File: config.mk
export PLATFORM = sky130hd
export DESIGN_NAME = tile_map_ctrl
export DESIGN_NICKNAME = d
export VERILOG_FILES = /design/src/rtl/tile_pkg.sv /design/src/rtl/tile_fill_engine.sv /design/src/rtl/tile_map_ctrl.sv
export SDC_FILE = /design/constraint.sdc
export NUM_CORES = 1
export LEC_CHECK = 0
export ABC_AREA = 1
export CORE_UTILIZATION = 28
export CTS_CLUSTER_DIAMETER = 30
export DETAILED_ROUTE_END_ITERATION = 10
export MAX_ROUTING_LAYER = met4
export PLACE_DENSITY_LB_ADDON = 0.15
export SYNTH_ARGS = -nofsm -noshare
export SYNTH_HDL_FRONTEND = slang
export SYNTH_SLANG_ARGS = --single-unit
File: constraint.sdc
create_clock -name clk -period 2.51 [get_ports clk]
set_clock_uncertainty 0.1 [all_clocks]
set_input_delay 0.251 -clock clk [delete_from_list [all_inputs] [get_ports clk]]
set_output_delay 0.251 -clock clk [all_outputs]
set_load 0.02 [all_outputs]
File: src/rtl/tile_pkg.sv
// Shared tile-map constants and types for the write controller and the renderer.
package tile_pkg;

  localparam int unsigned MAP_COLS = 80;
  localparam int unsigned MAP_ROWS = 60;
  localparam int unsigned MAP_SIZE = MAP_COLS * MAP_ROWS;
  localparam int unsigned ADDR_W   = 13;
  localparam int unsigned TILE_W   = 6;

  typedef logic [TILE_W-1:0] tile_id_t;
  typedef logic [ADDR_W-1:0] tile_addr_t;

  typedef enum logic [1:0] {
    IDLE = 2'd0,
    FILL = 2'd1,
    DONE = 2'd2
  } fill_state_t;

endpackage

File: src/rtl/tile_fill_engine.sv
// Linear fill engine: captures a fill command, clips it to the map and
// requests one write slot per tile until the run is exhausted.
module tile_fill_engine #(
  parameter int unsigned MAP_SIZE = tile_pkg::MAP_SIZE,
  parameter int unsigned ADDR_W   = tile_pkg::ADDR_W,
  parameter int unsigned TILE_W   = tile_pkg::TILE_W
) (
  input  logic              clk_i,
  input  logic              rst_ni,
  input  logic              cmd_valid_i,
  output logic              cmd_ready_o,
  input  logic [ADDR_W-1:0] cmd_start_i,
  input  logic [ADDR_W-1:0] cmd_count_i,
  input  logic [TILE_W-1:0] cmd_tile_i,
  output logic              req_o,
  input  logic              gnt_i,
  output logic [ADDR_W-1:0] addr_o,
  output logic [TILE_W-1:0] tile_o,
  output logic              busy_o,
  output logic              done_o
);
  import tile_pkg::*;

  localparam logic [ADDR_W-1:0] MapEnd = ADDR_W'(MAP_SIZE);

  fill_state_t       state_q, state_d;
  logic [ADDR_W-1:0] cur_q, cur_d;
  logic [ADDR_W-1:0] rem_q, rem_d;
  logic [TILE_W-1:0] tile_q, tile_d;
  logic [ADDR_W-1:0] space;

  // Next-state: accept, clip length to the map end, step one tile per grant
  always_comb begin
    state_d = state_q;
    cur_d   = cur_q;
    rem_d   = rem_q;
    tile_d  = tile_q;
    space   = MapEnd - cmd_start_i;
    unique case (state_q)
      IDLE: begin
        if (cmd_valid_i) begin
          cur_d  = cmd_start_i;
          tile_d = cmd_tile_i;
          if (cmd_start_i >= MapEnd) begin
            rem_d = '0;
          end else if (cmd_count_i < space) begin
            rem_d = cmd_count_i;
          end else begin
            rem_d = space;
          end
          state_d = (rem_d == '0) ? DONE : FILL;
        end
      end
      FILL: begin
        if (gnt_i) begin
          rem_d = rem_q - 1'b1;
          // Hold cur on the final tile so it never points past the map
          if (rem_q == ADDR_W'(1)) begin
            state_d = DONE;
          end else begin
            cur_d = cur_q + 1'b1;
          end
        end
      end
      DONE:    state_d = IDLE;
      default: state_d = IDLE;
    endcase
  end

  // State and counter registers; reset aborts any fill immediately
  always_ff @(posedge clk_i or negedge rst_ni) begin
    if (!rst_ni) begin
      state_q <= IDLE;
      cur_q   <= '0;
      rem_q   <= '0;
      tile_q  <= '0;
    end else begin
      state_q <= state_d;
      cur_q   <= cur_d;
      rem_q   <= rem_d;
      tile_q  <= tile_d;
    end
  end

  // Status and request outputs decoded from state
  always_comb begin
    cmd_ready_o = (state_q == IDLE);
    req_o       = (state_q == FILL);
    busy_o      = (state_q == FILL);
    done_o      = (state_q == DONE);
    addr_o      = cur_q;
    tile_o      = tile_q;
  end

endmodule

File: src/rtl/tile_map_ctrl.sv
// Write-side controller for the tile-ID map: round-robin arbitration between
// host single writes and the fill engine, with registered RAM write outputs.
module tile_map_ctrl #(
  parameter int unsigned MAP_SIZE    = tile_pkg::MAP_SIZE,
  parameter int unsigned ADDR_W      = tile_pkg::ADDR_W,
  parameter int unsigned TILE_W      = tile_pkg::TILE_W,
  parameter bit          VBLANK_ONLY = 1'b0
) (
  input  logic              clk,
  input  logic              reset_n,
  input  logic              vblank,
  input  logic              host_valid,
  output logic              host_ready,
  input  logic [ADDR_W-1:0] host_addr,
  input  logic [TILE_W-1:0] host_tile,
  input  logic              cmd_valid,
  output logic              cmd_ready,
  input  logic [ADDR_W-1:0] cmd_start,
  input  logic [ADDR_W-1:0] cmd_count,
  input  logic [TILE_W-1:0] cmd_tile,
  output logic              busy,
  output logic              done,
  output logic              drop,
  output logic              ram_we,
  output logic [ADDR_W-1:0] ram_waddr,
  output logic [TILE_W-1:0] ram_wdata
);
  import tile_pkg::*;

  localparam logic [ADDR_W-1:0] MapEnd = ADDR_W'(MAP_SIZE);

  logic              en_q;
  logic              last_fill_q, last_fill_d;
  logic              eligible;
  logic              host_gnt, fill_gnt;
  logic              host_in_map;
  logic              fill_req, eng_ready;
  logic [ADDR_W-1:0] fill_addr;
  logic [TILE_W-1:0] fill_tile;
  logic              ram_we_q, ram_we_d;
  logic              drop_q, drop_d;
  logic [ADDR_W-1:0] waddr_q, waddr_d;
  logic [TILE_W-1:0] wdata_q, wdata_d;

  tile_fill_engine #(
    .MAP_SIZE (MAP_SIZE),
    .ADDR_W   (ADDR_W),
    .TILE_W   (TILE_W)
  ) u_fill (
    .clk_i       (clk),
    .rst_ni      (reset_n),
    .cmd_valid_i (cmd_valid & en_q),
    .cmd_ready_o (eng_ready),
    .cmd_start_i (cmd_start),
    .cmd_count_i (cmd_count),
    .cmd_tile_i  (cmd_tile),
    .req_o       (fill_req),
    .gnt_i       (fill_gnt),
    .addr_o      (fill_addr),
    .tile_o      (fill_tile),
    .busy_o      (busy),
    .done_o      (done)
  );

  // Arbitration: host wins unless the fill is pending and the host had the last slot
  always_comb begin
    eligible    = en_q & ((VBLANK_ONLY == 1'b0) | vblank);
    host_ready  = eligible & (~fill_req | last_fill_q);
    cmd_ready   = eng_ready & en_q;
    host_gnt    = host_valid & host_ready;
    fill_gnt    = eligible & fill_req & ~host_gnt;
    host_in_map = (host_addr < MapEnd);
    last_fill_d = last_fill_q;
    if (host_gnt) begin
      last_fill_d = 1'b0;
    end else if (fill_gnt) begin
      last_fill_d = 1'b1;
    end
  end

  // Next RAM write: address/data hold unless a real write is issued
  always_comb begin
    ram_we_d = 1'b0;
    drop_d   = host_gnt & ~host_in_map;
    waddr_d  = waddr_q;
    wdata_d  = wdata_q;
    if (host_gnt && host_in_map) begin
      ram_we_d = 1'b1;
      waddr_d  = host_addr;
      wdata_d  = host_tile;
    end else if (fill_gnt) begin
      ram_we_d = 1'b1;
      waddr_d  = fill_addr;
      wdata_d  = fill_tile;
    end
  end

  // Output and arbiter state registers; en_q keeps handshakes low until the
  // first clock after reset is released
  always_ff @(posedge clk or negedge reset_n) begin
    if (!reset_n) begin
      en_q        <= 1'b0;
      last_fill_q <= 1'b1;
      ram_we_q    <= 1'b0;
      drop_q      <= 1'b0;
      waddr_q     <= '0;
      wdata_q     <= '0;
    end else begin
      en_q        <= 1'b1;
      last_fill_q <= last_fill_d;
      ram_we_q    <= ram_we_d;
      drop_q      <= drop_d;
      waddr_q     <= waddr_d;
      wdata_q     <= wdata_d;
    end
  end

  assign ram_we    = ram_we_q;
  assign drop      = drop_q;
  assign ram_waddr = waddr_q;
  assign ram_wdata = wdata_q;

endmodule

==> results of run 1 <==
-- final cells by class --
| cell class | count | area, um^2 | area share (%) |
|---|---|---|---|
| Multi-Input combinational cell | 423 | 2750 | 41.4 |
| Sequential cell | 57 | 1430 | 21.4 |
| Tap cell | 180 | 225 | 3.38 |
| Inverter | 74 | 303 | 4.55 |
| Clock buffer | 15 | 258 | 3.87 |
| Timing Repair Buffer | 187 | 1690 | 25.4 |
-- power by group through the flow --
stage	clock network, W	logic (W)	registers, W
2_1_floorplan	0	0.00151	0.00177
3_3_place_gp	0	0.00263	0.00162
3_5_place_dp	0	0.00267	0.00163
4_1_cts	0.00111	0.00276	0.00162
5_1_grt	0.00115	0.00330	0.00168
6_report	0.00107	0.00297	0.00162
-- worst min path at each step --
stage	slack, ns	cells after the start	end	startpoint
3_5_place_dp	0.18	1	ram_waddr[10]	reset_n
4_1_cts	0.33	6	u_fill.addr_o[0]	cmd_start[0]
6_report	0.31	4	u_fill.addr_o[2]	cmd_start[2]
5_1_grt	0.34	4	u_fill.addr_o[2]	cmd_start[2]
3_3_place_gp	0.18	1	ram_we	reset_n
2_1_floorplan	-0.14	0	drop	reset_n
-- through the flow --
| stage | TNS [ns] | std cells |
|---|---|---|
| 2_1_floorplan | -0.199 | 576 |
| 3_3_place_gp | -12.93 | 891 |
| 3_5_place_dp | -13.99 | 891 |
| 4_1_cts | -0.110 | 924 |
| 5_1_grt | -1.79 | 936 |
| 6_report | -0.449 | 936 |
-- Yosys cell counts (2+ instances only) --
cell type	number
sky130_fd_sc_hd__o31ai_1	2
sky130_fd_sc_hd__nand3_1	65
sky130_fd_sc_hd__mux2_2	3
sky130_fd_sc_hd__inv_1	65
sky130_fd_sc_hd__a21oi_1	18
sky130_fd_sc_hd__inv_2	9
sky130_fd_sc_hd__nand2_1	143
sky130_fd_sc_hd__o211ai_1	20
sky130_fd_sc_hd__nand2_4	2
sky130_fd_sc_hd__a22oi_1	4
sky130_fd_sc_hd__nor2_1	49
sky130_fd_sc_hd__nor3_1	8
sky130_fd_sc_hd__clkbuf_1	10
sky130_fd_sc_hd__o221ai_1	2
sky130_fd_sc_hd__nor2_4	2
sky130_fd_sc_hd__xor2_1	13
sky130_fd_sc_hd__nand4_1	5
sky130_fd_sc_hd__a31o_2	2
sky130_fd_sc_hd__nand3b_1	7
sky130_fd_sc_hd__buf_6	2
sky130_fd_sc_hd__a31oi_1	2
sky130_fd_sc_hd__o21ai_1	5
sky130_fd_sc_hd__buf_2	8
sky130_fd_sc_hd__nor2_2	8
sky130_fd_sc_hd__dfrtp_1	56
sky130_fd_sc_hd__ha_1	16
sky130_fd_sc_hd__o21ai_0	36
sky130_fd_sc_hd__nand2_2	2
-- routing by layer --
metal  vias to the layer above  global-route usage (%)
met5                         -                       -
met4                         0                    7.62
met3                        17                    2.23
li1                       2250                       -
met2                       122                    26.9
met1                      2076                    24.4
-- logic make-up after synthesis --
group           after synthesis
simple gates                294
compound gates               96
buf+inv                      96
flops                        57
fa+ha+maj                    16
xor+xnor                     13
mux                           3
other cells                   1
-- flip-flops by register name (all words and copies together), names as in the netlist --
| register | cells |
|---|---|
| last_fill_q | 1 |
| u_fill.tile_o | 6 |
| u_fill.state_q | 2 |
| ram_we | 1 |
| u_fill.addr_o | 13 |
| ram_wdata | 6 |
| ram_waddr | 13 |
| u_fill.rem_q | 13 |
| drop | 1 |
| eligible | 1 |
-- worst min-delay path: stages --
cell and delay [ns]:
sky130_fd_sc_hd__clkbuf_2 0.13, sky130_fd_sc_hd__buf_4 0.14, sky130_fd_sc_hd__o211ai_1 0.09, sky130_fd_sc_hd__o21ai_0 0.08
-- repair_timing --
item | CTS | global route
hold endpoints to repair | 23 | 0
setup buffers | 17 | 14
hold buffers | 1 | 0
pin swaps | 32 | 54
cloned | 0 | 2
setup endpoints to repair | 15 | 15
resized for setup | 85 | 109
==> implementation parameters, run 1 <==
Parameter                              Value

Power and ir drop
  Part of the power in the clock network ... 18.9%
  Internal power ... 0.00332 W
  NetSw ... ~0.0023 W
  Power density over cell area ... 852 nW/um^2
  IR Drop Worst-Case VDD ... 0.344 mV
  Fraction of power spent switching nets ... 41.4%
  Sequential Power Share ... approximately 29%
  Total Power ... 0.00567 W
  Leakage ... just over 3 nW
  Power share of the combinational group ... 52.5%

Global routing
  Maximum number of pins on one net before global-route repair ... 40
  Overflow left after global routing ... 0
  Gr usage total ... 18.0%
  Vias in the first global route ... 4241
  First-pass GRT wire length ... a little over 20 mm
  Number of antenna violations at the first check in global routing ... 0

Yosys
  XOR/XNOR Fraction of Synth Area ... roughly 2.8%
  Most used DFF post-synth ... sky130_fd_sc_hd__dfrtp_1
  Share of cell area taken by muxes after synthesis ... 0.834%
  Synth area leaders ... sky130_fd_sc_hd__dfrtp_1 (35%), sky130_fd_sc_hd__nand2_1 (13%), sky130_fd_sc_hd__nand3_1 (8.0%)
  Cell type with the largest total area after synthesis ... sky130_fd_sc_hd__dfrtp_1
  Fraction of the mapped netlist area in simple logic gates ... 32.2%
  Dominant combinational cell family by area after synthesis ... simple AND/OR/NAND/NOR gates
  Post-synthesis share of cell area spent on full adders, half adders and majority gates ... 4.94%
  Gate count after technology mapping ... 576
  Yosys Warn Count ... 0
  Unique masters post-synth ... 40
  Share of synthesized flip-flops with an asynchronous set or reset ... 100%
  Netlist area before placement ... 4050 um^2
  Share of the synthesized area in the top cell type ... 34.6%
  Synth Net Count ... 648
  Post-synthesis average cell area ... between 7 and 8 um^2
  Number of enable-type register cells in the synthesized netlist ... 0
  Flip-flop and latch count after synthesis ... 57
  Compound-gate portion of the synthesized area ... around 14%
  Sequential cell area fraction in the yosys report ... 35.2%

Critical path
  Startpoint type of the worst setup path ... primary input
  Reg-to-reg critical path endpoint ... u_fill.addr_o[8]
  CP max-delay cell ... sky130_fd_sc_hd__ha_4
  End of the critical path ... u_fill.state_q[1]
  Worst-path fanout max ... 6
  Number of cells on the critical path ... 27
  Critical path endpoint category ... register
  Startpoint of the worst register-to-register path ... u_fill.state_q[1]
  Required time at the endpoint of the critical path ... 2.68 ns
  Buffers & Inverters on Critical Path ... 6
  WP data arrival ... 2.80 ns
  Cell family with the largest share of critical-path delay ... simple AND/OR/NAND/NOR gates
  Library cell appearing most often on the critical path ... sky130_fd_sc_hd__nand2_2
  Number of cells on the worst reg-to-reg path ... 12
  Crit Path Class ... primary input to register
  R2R setup slack ... 0.38 ns
  Stage delay of the slowest cell on the critical path ... between 0.2 and 0.3 ns
  Worst setup path startpoint ... cmd_start[1]

Timing
  Final worst-path cycle share ... 105%
  Crit path time final ... 2.63 ns
  Final WS setup ... -0.125 ns
  Top achievable clock speed ... 380 MHz
  Final hold vios ... 0
  Least-Margin Pin Slew ... 0.564 ns
  RSZ-0062 raised after global routing ... true
  Worst max-slew margin expressed relative to the limit ... a little over three fifths
  Final max-slew violation count ... 0
  Smallest hold slack ... 0.306 ns
  Number of setup violations in the final report ... 8

Routing
  Highest Signal Layer ... met4
  Length of routed wiring on met1 ... around 6.3 mm
  Via density ... 4.77
  Routed wire length ... 13.1 mm
  Pre-Repair DR Iteration Count ... 4
  Total number of vias ... 4465
  Met3 wire len ... 606 um
  Detailed route wirelength on metal2 ... 5.89 mm
  Wirelength per Cell ... 14.0 um
  Initial DRC Count ... 182
  Detail Route Antenna Nets ... 0
  Drt drc ... 0

Floorplanning
  Die span in x ... 122 um
  Floorplan die height ... 122 um
  Core area ... 14000 um^2
  Number of primary I/O pins ... 81
  Initial cell density of the core ... 29.0%
  Floorplan row count ... 43
  Die ar. ... 15000 um^2

Place
  Port bufs ... 79
  Worst setup timing slack at the placement stage ... -1.05 ns
  Placed wire-length estimate ... 9.23 mm
  Post-placement cell area ... between 5000 and 6000 um^2
  GPL Wtd Cong ... 0.896

Run status
  Outcome ... finished with violations
  Failing checks ... setup timing

Clock network
  Total clock buffers created by CTS ... 9
  H-tree Lvls ... 3
  CTS tree ... done
  Clk sink count ... 57
  Clk Latency, worst-skew pair ... 0.33 ns
  CTS clk-pin slew, worst paths ... 0.05 ns
  Root buf cell ... sky130_fd_sc_hd__clkbuf_16
  Max clock buf depth ... 2

Layout
  Commonest non-fill, non-tap cells in the layout ... sky130_fd_sc_hd__nand2_1 (108), sky130_fd_sc_hd__buf_4 (87), sky130_fd_sc_hd__clkdlybuf4s50_1 (66), sky130_fd_sc_hd__dfrtp_1 (56), sky130_fd_sc_hd__inv_1 (54)
  Number of fillers in the final layout ... 1395
  Number of nets in the finished design ... around 820
  Utilization of the core after routing ... 47.6%
  Most common cell after layout, fill and taps aside ... sky130_fd_sc_hd__nand2_1
  Number of inserted diodes ... 0
  Layout cells sized above 1 ... 34.4%
  Area delta synth->final ... 64.3%
  Finished Cell Area ... 6660 um^2

Flow run
  Maximum Capacitance Violations ... 0

Hold path
  Type of the worst min-delay path ... primary input to register
(Power assumes the default switching activity.)
==> run 2, diff against run 1 <==
Settings changed: TNS_END_PERCENT set to 1.
==> implementation parameters, run 2 (synthesized netlist as in run 1, its figures left out) <==
Parameter                              Value

Run status
  Failing checks ... setup timing (unchanged)
  Outcome ... finished with violations (unchanged)

Hold path
  Type of the worst min-delay path ... primary input to register (unchanged)

Place
  GPL Wtd Cong ... 0.897 (was 0.896)
  Inst Count DP ... 891 (unchanged)
  Post-placement cell area ... 5570 um^2 (was 5590 um^2)
  Placed wire-length estimate ... 9.19 mm (was 9.23 mm)
  Port bufs ... 79 (unchanged)

Routing
  Initial DRC Count ... 247 (was 182)
  Pre-Repair DR Iteration Count ... 6 (was 4)
  Routed wire length ... 12.6 mm (was 13.1 mm)
  Wirelength per Cell ... 13.6 um (was 14.0 um)
  Total number of vias ... 4365 (was 4465)
  Detail Route Antenna Nets ... 0 (unchanged)
  Via density ... 4.70 (was 4.77)
  Drt drc ... 0 (unchanged)

Critical path
  Buffers & Inverters on Critical Path ... 7 (was 6)
  Required time at the endpoint of the critical path ... 2.62 ns (was 2.68 ns)
  R2R setup slack ... 0.44 ns (was 0.38 ns)
  Critical path endpoint category ... register (unchanged)
  CP max-delay cell ... sky130_fd_sc_hd__ha_4 (unchanged)
  Library cell appearing most often on the critical path ... sky130_fd_sc_hd__nand2_1 (was sky130_fd_sc_hd__nand2_2)
  Cell family with the largest share of critical-path delay ... simple AND/OR/NAND/NOR gates (unchanged)
  WP data arrival ... 2.76 ns (was 2.80 ns)
  Crit Path Class ... primary input to register (unchanged)
  Stage delay of the slowest cell on the critical path ... 0.21 ns (was 0.28 ns)
  Startpoint type of the worst setup path ... primary input (unchanged)
  Worst-path fanout max ... 5 (was 6)

Floorplanning
  Floorplan die height ... 122 um (unchanged)
  Die ar. ... 15000 um^2 (unchanged)
  Initial cell density of the core ... 29.0% (unchanged)
  Core area ... 14000 um^2 (unchanged)
  Number of primary I/O pins ... 81 (unchanged)
  Die span in x ... 122 um (unchanged)
  Floorplan row count ... 43 (unchanged)

Power and ir drop
  Power density over cell area ... 907 nW/um^2 (was 852 nW/um^2)
  IR Drop Worst-Case VDD ... 0.307 mV (was 0.344 mV)
  Leakage ... 2.97 nW (was 3.05 nW)

Layout
  Finished Cell Area ... 6380 um^2 (was 6660 um^2)
  Area delta synth->final ... 57.6% (was 64.3%)
  Commonest non-fill, non-tap cells in the layout ... sky130_fd_sc_hd__nand2_1 (124), sky130_fd_sc_hd__buf_4 (90), sky130_fd_sc_hd__clkdlybuf4s50_1 (66), sky130_fd_sc_hd__inv_1 (56), sky130_fd_sc_hd__dfrtp_1 (56) (was sky130_fd_sc_hd__nand2_1 (108), sky130_fd_sc_hd__buf_4 (87), sky130_fd_sc_hd__clkdlybuf4s50_1 (66), sky130_fd_sc_hd__dfrtp_1 (56), sky130_fd_sc_hd__inv_1 (54))
  Utilization of the core after routing ... 45.6% (was 47.6%)
  Number of inserted diodes ... 0 (unchanged)
  Number of nets in the finished design ... 816 (was 824)
  Layout cells sized above 1 ... 29.5% (was 34.4%)
  Most common cell after layout, fill and taps aside ... sky130_fd_sc_hd__nand2_1 (unchanged)
  Non-filler cells, final ... 928 (was 936)
  Number of fillers in the final layout ... 1405 (was 1395)

Timing
  Crit path time final ... 2.64 ns (was 2.63 ns)
  Top achievable clock speed ... 378 MHz (was 380 MHz)
  Final worst-path cycle share ... 105% (about the same)
  RSZ-0062 raised after global routing ... true (unchanged)
  Final hold vios ... 0 (unchanged)
  Final WS setup ... -0.133 ns (was -0.125 ns)
  Worst max-slew margin expressed relative to the limit ... 62.1% (was 62.4%)
  Number of setup violations in the final report ... 10 (was 8)
  Final max-slew violation count ... 0 (unchanged)
  Least-Margin Pin Slew ... 0.568 ns (was 0.564 ns)

Clock network
  CTS clk-pin slew, worst paths ... 0.05 ns (about the same)
  Total clock buffers created by CTS ... 9 (unchanged)
  Clk Latency, worst-skew pair ... 0.33 ns (about the same)
  H-tree Lvls ... 3 (unchanged)
  CTS tree ... done (unchanged)
  Clk sink count ... 57 (unchanged)
  Root buf cell ... sky130_fd_sc_hd__clkbuf_16 (unchanged)
  Max clock buf depth ... 2 (unchanged)

Global routing
  Gr usage total ... 18.1% (was 18.0%)
  Number of antenna violations at the first check in global routing ... 0 (unchanged)
  Vias in the first global route ... 4286 (was 4241)
  First-pass GRT wire length ... 20.4 mm (was 20.5 mm)
  Overflow left after global routing ... 0 (unchanged)
  Maximum number of pins on one net before global-route repair ... 40 (unchanged)

Flow run
  Maximum Capacitance Violations ... 0 (unchanged)
## run 2: final timing paths
path | startpoint | to | cells past startpoint
max | cmd_start[0] | u_fill.state_q[0] | 27
min | cmd_start[1] | u_fill.addr_o[1] | 6
max reg2reg | u_fill.rem_q[0] | u_fill.rem_q[9] | 7
min reg2reg | last_fill_q | last_fill_q | 2
max in group asynchronous | reset_n | ram_wdata[1] | 3
min in group asynchronous | reset_n | ram_waddr[12] | 2
## run 2: per-layer routing
metal	GRT usage (%)	vias up	part of all wire [%]	wire, um
met5	-	-	0	0
met4	5.95	0	1.6	202
met3	2.83	23	4.7	589
met2	29.4	116	46	5760
met1	22.9	1996	48	6080
li1	-	2230	-	-
## run 2: worst reg2reg max path, stage by stage, from the launching register on
cell and delay, ns:
sky130_fd_sc_hd__dfrtp_1 0.41, sky130_fd_sc_hd__nor3_1 0.35, sky130_fd_sc_hd__nand4_1 0.22, sky130_fd_sc_hd__nor3_1 0.37, sky130_fd_sc_hd__nand2_1 0.11, sky130_fd_sc_hd__xor2_1 0.16, sky130_fd_sc_hd__o211ai_1 0.15, sky130_fd_sc_hd__o21ai_1 0.08
## run 2: through the flow
step | hold slack, ns | worst slack (ns) | TNS [ns] | total power [W]
2_1_floorplan | -0.145 | -0.115 | -0.248 | 0.00328
3_3_place_gp | 0.183 | -0.841 | -11.02 | 0.00424
3_5_place_dp | 0.180 | -0.878 | -11.58 | 0.00429
4_1_cts | 0.299 | -0.0111 | -0.0198 | 0.00579
5_1_grt | 0.339 | -0.304 | -2.44 | 0.00626
6_report | 0.317 | -0.133 | -0.626 | 0.00579
## run 2: power by group
part	switching (W)	internal (W)	total, W
Combinational	0.00161	0.00120	0.00282
Clock	0.000412	0.000944	0.00136
Sequential	0.000265	0.00136	0.00162
## run 2: layout make-up
cell class / instances / area (um^2) / share of cell area, %
clock buffers: 13 / 270 / 4.23
clock inverters: 2 / 60.1 / 0.941
inverters: 74 / 285 / 4.47
multi-input cells: 423 / 2520 / 39.5
flip-flops and latches: 57 / 1430 / 22.4
well taps: 180 / 225 / 3.53
repair buffers: 179 / 1600 / 25.0
## run 2: what timing repair did
action	4_1_cts	5_1_grt
endpoints found under the setup margin	15	15
endpoints found under the hold margin	22	0
hold buffers	1	0
pin swaps	41	12
gates resized for setup	100	25
setup buffers	19	2
cloned	1	0
